File: src/rtl/dig_cfg_sequencer_pkg.sv
// rtl/dig_cfg_sequencer_pkg.sv - state encodings and boot table for dig_cfg_sequencer
package dig_cfg_sequencer_pkg;

  localparam logic [2:0] ST_INIT_WAIT = 3'd0;
  localparam logic [2:0] ST_BOOT_REQ  = 3'd1;
  localparam logic [2:0] ST_BOOT_GAP  = 3'd2;
  localparam logic [2:0] ST_IDLE      = 3'd3;
  localparam logic [2:0] ST_HOST_REQ  = 3'd4;
  localparam logic [2:0] ST_HOST_GAP  = 3'd5;

  typedef struct packed {
    logic        sel;
    logic [15:0] data;
  } spi_word_t;

  // Software reset to each digitizer, then the 0x42 config write to each.
  function automatic spi_word_t boot_entry(input logic [3:0] idx);
    case (idx)
      4'd0:    boot_entry = {1'b0, 16'h0001};
      4'd1:    boot_entry = {1'b1, 16'h0001};
      4'd2:    boot_entry = {1'b0, 16'h4200};
      4'd3:    boot_entry = {1'b1, 16'h4200};
      default: boot_entry = {1'b0, 16'h0000};
    endcase
  endfunction

endpackage

File: src/rtl/dig_cfg_boot_rom.sv
// rtl/dig_cfg_boot_rom.sv - combinational boot-table lookup
module dig_cfg_boot_rom
  import dig_cfg_sequencer_pkg::*;
(
  input  logic [3:0] idx,
  output spi_word_t  entry
);

  assign entry = boot_entry(idx);

endmodule

File: src/rtl/dig_cfg_sequencer.sv
// rtl/dig_cfg_sequencer.sv - boot-table player and host arbiter for the digitizer SPI port
module dig_cfg_sequencer
  import dig_cfg_sequencer_pkg::*;
#(
  parameter int INIT_DELAY     = 12500,
  parameter int GAP_CYCLES     = 16,
  parameter int TIMEOUT_CYCLES = 4096,
  parameter int N_BOOT         = 4
) (
  input  logic        clk,
  input  logic        rst,
  input  logic        host_req,
  input  logic        host_sel,
  input  logic [15:0] host_wr_data,
  output logic        host_ack,
  output logic [7:0]  host_rd_data,
  input  logic        boot_start,
  output logic        boot_done,
  output logic        timeout_err,
  output logic        spi_req,
  output logic        spi_sel,
  output logic [15:0] spi_wr_data,
  input  logic        spi_ack,
  input  logic [7:0]  spi_rd_data
);

  localparam logic [15:0] INIT_LAST = 16'(INIT_DELAY - 1);
  localparam logic [15:0] GAP_LAST  = 16'(GAP_CYCLES - 1);
  localparam logic [15:0] TO_LAST   = 16'(TIMEOUT_CYCLES - 1);
  localparam logic [3:0]  LAST_IDX  = 4'(N_BOOT - 1);

  logic [2:0]  state;
  logic [15:0] cnt;
  logic [15:0] cnt_inc;
  logic [3:0]  idx;
  logic [3:0]  rom_idx;
  spi_word_t   rom_word;

  assign cnt_inc = (cnt == 16'hFFFF) ? cnt : cnt + 16'd1;

  // The ROM is addressed with the index of the entry about to be issued.
  assign rom_idx = (state == ST_BOOT_GAP && idx != LAST_IDX) ? idx + 4'd1 : 4'd0;

  dig_cfg_boot_rom u_boot_rom (
    .idx   (rom_idx),
    .entry (rom_word)
  );

  always_ff @(posedge clk or negedge rst) begin
    if (!rst) begin
      state        <= ST_INIT_WAIT;
      cnt          <= 16'd0;
      idx          <= 4'd0;
      spi_req      <= 1'b0;
      spi_sel      <= 1'b0;
      spi_wr_data  <= 16'd0;
      host_ack     <= 1'b0;
      host_rd_data <= 8'd0;
      boot_done    <= 1'b0;
      timeout_err  <= 1'b0;
    end else begin
      host_ack <= 1'b0;
      case (state)
        ST_INIT_WAIT: begin
          if (cnt == INIT_LAST) begin
            state       <= ST_BOOT_REQ;
            idx         <= 4'd0;
            cnt         <= 16'd0;
            spi_req     <= 1'b1;
            spi_sel     <= rom_word.sel;
            spi_wr_data <= rom_word.data;
          end else begin
            cnt <= cnt_inc;
          end
        end
        ST_BOOT_REQ: begin
          if (spi_ack || cnt == TO_LAST) begin
            if (!spi_ack) timeout_err <= 1'b1;
            spi_req <= 1'b0;
            cnt     <= 16'd0;
            state   <= ST_BOOT_GAP;
          end else begin
            cnt <= cnt_inc;
          end
        end
        ST_BOOT_GAP: begin
          if (cnt == GAP_LAST) begin
            cnt <= 16'd0;
            if (idx == LAST_IDX) begin
              state     <= ST_IDLE;
              boot_done <= 1'b1;
            end else begin
              idx         <= idx + 4'd1;
              state       <= ST_BOOT_REQ;
              spi_req     <= 1'b1;
              spi_sel     <= rom_word.sel;
              spi_wr_data <= rom_word.data;
            end
          end else begin
            cnt <= cnt_inc;
          end
        end
        ST_IDLE: begin
          if (host_req) begin
            state       <= ST_HOST_REQ;
            cnt         <= 16'd0;
            spi_req     <= 1'b1;
            spi_sel     <= host_sel;
            spi_wr_data <= host_wr_data;
          end else if (boot_start) begin
            state       <= ST_BOOT_REQ;
            boot_done   <= 1'b0;
            idx         <= 4'd0;
            cnt         <= 16'd0;
            spi_req     <= 1'b1;
            spi_sel     <= rom_word.sel;
            spi_wr_data <= rom_word.data;
          end
        end
        ST_HOST_REQ: begin
          if (spi_ack || cnt == TO_LAST) begin
            host_rd_data <= spi_ack ? spi_rd_data : 8'hFF;
            if (!spi_ack) timeout_err <= 1'b1;
            host_ack <= 1'b1;
            spi_req  <= 1'b0;
            cnt      <= 16'd0;
            state    <= ST_HOST_GAP;
          end else begin
            cnt <= cnt_inc;
          end
        end
        ST_HOST_GAP: begin
          if (cnt == GAP_LAST) begin
            cnt   <= 16'd0;
            state <= ST_IDLE;
          end else begin
            cnt <= cnt_inc;
          end
        end
        default: begin
          state   <= ST_INIT_WAIT;
          cnt     <= 16'd0;
          spi_req <= 1'b0;
        end
      endcase
    end
  end

endmodule

File: config.mk
export PLATFORM = sky130hd
export DESIGN_NAME = dig_cfg_sequencer
export DESIGN_NICKNAME = d
export VERILOG_FILES = /design/src/rtl/dig_cfg_sequencer_pkg.sv /design/src/rtl/dig_cfg_boot_rom.sv /design/src/rtl/dig_cfg_sequencer.sv
export SDC_FILE = /design/constraint.sdc
export NUM_CORES = 1
export LEC_CHECK = 0
export BUFFER_PORTS_ARGS = -buffer_cell sky130_fd_sc_hd__buf_4
export CORE_MARGIN = 3
export CORE_UTILIZATION = 35
export DETAILED_ROUTE_END_ITERATION = 8
export PLACE_DENSITY = 0.66
export SYNTH_ARGS = -nofsm -noshare
export SYNTH_HDL_FRONTEND = slang
export SYNTH_SLANG_ARGS = --single-unit
File: constraint.sdc
create_clock -name clk -period 2.9 [get_ports clk]
set_clock_uncertainty 0.1 [all_clocks]
set_input_delay 0.58 -clock clk [delete_from_list [all_inputs] [get_ports clk]]
set_output_delay 0.58 -clock clk [all_outputs]
set_load 0.01 [all_outputs]
==> metrics.md <==
| Metric | Value |
|---|---|
| WP data arrival | 2.75 ns |
| Fin util | 45.74% |
| Synth-to-Final Area Change | 24.28% |
| Critical path's top delay family | simple AND/OR/NAND/NOR gates |
| Synth top area cells | dfrtp_1 (48%), a22o_1 (4.2%), xnor2_1 (3.9%), o22a_1 (3.5%), nor2_1 (3.2%) |
| Final net count | 359 |
| #FFs+latches synth | 52 |
| Antenna cells | 0 |
| Switching share of power | 28.97% |
| Vias in the first global route | 2189 |
| Clock-pin slew on the worst setup and hold paths | 0.09 ns |
| Final setup viols | 0 |
| Status | complete, no violations |
| Crit path to | cnt[13] |
| Mapped Cells | 271 |
| ANT nets after route | 0 |
| Layout cells sized above 1 | 27.52% |
| Slowest-stage cell, CP | or4_4 |
| DR WL met3 | 220 um |
| Post-DR vias/cell | 5.319 |
| DP HPWL | 4577 um |
| First-pass GRT wire length | 10630 um |
| Maxcap violations | 0 |
| Asr flop ratio synth | 100.0% |
| Syn. warnings | 0 |
| FF-to-FF setup slack | 0.24 ns |
| Die outline width | 94.26 um |
| CP startpoint kind | flip-flop |
| Sw Pwr | 0.5477 mW |
| Post-CTS sizing | 0 |
| Num rows | 31 |
| Register area share after synthesis | 47.73% |
| Core box area | 0.007408 mm^2 |
| Chip height | 94.26 um |
| Wire per inst | 14.97 um |
| Met1 Wirelength | 2904 um |
| TritonCTS Buffers | 5 |
| Post-synth top flop | dfrtp_1 |
| Clock power frac | 30.5% |
| Total negative slack | 0 ns |
| Most area-hungry cell type in the Yosys netlist | dfrtp_1 |
| Drt first pass iters | 4 |
| DR vias | 2266 |
| Crit. End Element | flip-flop |
| Synth top area share | 47.73% |
| Max layer used | met4 |
| Final wirelength | 6378 um |
| Worst Path Buf+Inv | 1 |
| Post-synthesis net count | 303 |
| Initial core utilization | 36.80% |
| RR Endpoint | cnt[13] |
| Slew @ Worst Pin | 0.7893 ns |
| CP startpoint | cnt[0] |
| Post-synth EDFFs | 0 |
| Reg2reg path depth | 7 |
| Iteration-0 DRC Markers | 114 |
| Largest net degree at the start of global routing | 53 |
| Crit-path cells | ha_1, or4b_1, or4_4, a2bb2oi_2, buf_4, a21oi_2, a211o_1 |
| Die area | 0.008885 mm^2 |
| # IOs | 59 |
| Peak VDD IR | 0.2779 mV |
| Total GRT Usage | 14.97% |
| Leakage power total | 1.552 nW |
| WS Path Type | flip-flop to flip-flop |
| Area of the mapped netlist | 0.002726 mm^2 |
| # clock sinks | 52 |
| Synth Area per Inst | 10.06 um^2 |
| Crit share post-route | 91.57% |
| TritonCTS clock tree | built |
| Clock Latency Late Sink | 0.30 ns |
| Final hold violations | 0 |
| Met2 WL | 3135 um |
| HP Class | input port to async pin |
| Synth cell types | 54 |
| Worst reg2reg startpoint | cnt[0] |
| Int Pwr | 1.343 mW |
| Fmax | 376.6 MHz |
| Root Driver | clkbuf_8 |
| Pwr/cell area | 558.1 mW/mm^2 |
| Htree depth | 2 |
| Critical path's largest stage delay | 0.56 ns |
| # port buffers | 58 |
| Antenna violations before repair | 0 |
| Post-CTS Setup Bufs | 0 |
| Combinational Power Share | 17.5% |
| CTS max path bufs | 2 |
| Max Slew Vio Count | 0 |
| Post-CTS Hold Fix Bufs | 0 |
| Slew HR | 47.37% |
| WP depth | 7 |
| Number of remaining DRC errors | 0 |
| Worst endpoint required time | 3.00 ns |
| CP Max Fanout | 8 |
| Flop pwr share | 52.0% |
| RSZ-0062 raised after global routing | false |
| Total grt overflow | 0 |
| GPL Wtd Cong | 0.8378 |
| Minimum clock period | 2.655 ns |
-- power groups by stage --
stage               clock [mW]  sequential, mW  combinational, mW
floorplan                    0           0.930              0.280
finish                   0.576           0.984              0.331
detailed placement           0           0.992              0.336
global route             0.617            1.00              0.379
CTS                      0.598           0.980              0.336
global placement             0           0.989              0.325
-- registers in the layout, summed over array words and instances, names as in the netlist --
register      flops
state             3
boot_done         1
cnt              16
timeout_err       1
spi_wr_data      16
spi_req           1
spi_sel           1
host_rd_data      8
idx               4
host_ack          1
-- cells in the final DEF, fill, tap and decap left out, types with 3 or more instances in the layout --
cell type  instances
nand4_1            6
o31ai_1            3
or3_1              4
a211oi_1           3
o21ai_0            9
nand2_1           14
xnor2_1           12
o22a_1            11
and3_1             5
inv_1              8
mux2_2             6
a22o_1            13
nor2b_1            4
nand3_1           11
nand2b_1           3
clkbuf_8           5
dfrtp_1           52
buf_4             66
nor3_1            10
a21oi_1            9
nor4_1            11
nor2_1            23
-- per-layer routing --
| metal | vias up | GRT usage (%) |
|---|---|---|
| li1 | 1117 | - |
| met1 | 1096 | 20.51 |
| met2 | 43 | 23.35 |
| met3 | 10 | 2.564 |
| met4 | 0 | 6.137 |
| met5 | - | 0 |
-- worst reg2reg max path, cell delays in order (launching register included) --
cell and delay [ns]:
dfrtp_1 0.41, ha_1 0.22, or4b_1 0.47, or4_4 0.56, a2bb2oi_2 0.27, buf_4 0.21
a21oi_2 0.05, a211o_1 0.26
-- cells by family (layout without fill, tap and decap cells) --
logic type                 Yosys count  after routing  synth area share [%]
muxes                                7              7                 2.845
buffers and inverters               25             81                 4.498
DFF                                 52             52                 47.73
and+or+nand+nor                    107            107                 21.48
AOI/OAI and AO/OA                   66             66                 18.68
xor gates and xnor gates            12             12                 3.855
adders and majority gates            2              2                0.9177
-- area by class of cell --
class                           count  area, um^2
Fill cell                         694        4020
Inverter                            8       30.03
Multi-Input combinational cell    194        1309
Clock inverter                      2       60.06
Timing Repair Buffer               66       495.5
Clock buffer                        5       68.82
Sequential cell                    52        1301
Tap cell                           99       123.9
-- worst min path at each step --
stage                  from   endpoint  cells after the start
floorplan               rst  boot_done                      0
global placement    spi_req    spi_req                      1
detailed placement  spi_req    spi_req                      1
CTS                     rst     cnt[2]                      1
global route            rst     cnt[2]                      1
finish                  rst     cnt[2]                      1
-- synthesized netlist by cell type, types with 2 or more instances --
| cell type | count |
|---|---|
| dfrtp_1 | 52 |
| nor2_1 | 23 |
| nand2_1 | 14 |
| a22o_1 | 13 |
| nor4_1 | 12 |
| xnor2_1 | 12 |
| clkbuf_1 | 11 |
| nand3_1 | 11 |
| o22a_1 | 11 |
| nor3_1 | 10 |
| a21oi_1 | 9 |
| o21ai_0 | 9 |
| inv_1 | 8 |
| mux2_2 | 6 |
| nand4_1 | 6 |
| and3_1 | 5 |
| nor2b_1 | 4 |
| or3_1 | 4 |
| a211oi_1 | 3 |
| buf_6 | 3 |
| nand2b_1 | 3 |
| o31ai_1 | 3 |
| a41oi_1 | 2 |
| buf_2 | 2 |
| ha_1 | 2 |
| nand4b_1 | 2 |
| o21ai_2 | 2 |
| or2_2 | 2 |
| or4_1 | 2 |
-- through the flow --
step           total power [mW]  instances  hold slack (ns)  setup slack (ns)  instance area (um^2)
2_1_floorplan             1.210        271           0.1844            0.4880                  2726
3_3_place_gp              1.315        419           0.3676            0.3224                  3259
3_5_place_dp              1.328        419           0.3708            0.2909                  3259
4_1_cts                   1.914        426           0.2196            0.2671                  3388
5_1_grt                   1.997        426           0.2442            0.1014                  3388
6_report                  1.891        426           0.1832            0.2446                  3388
(Power assumes the default switching activity.)
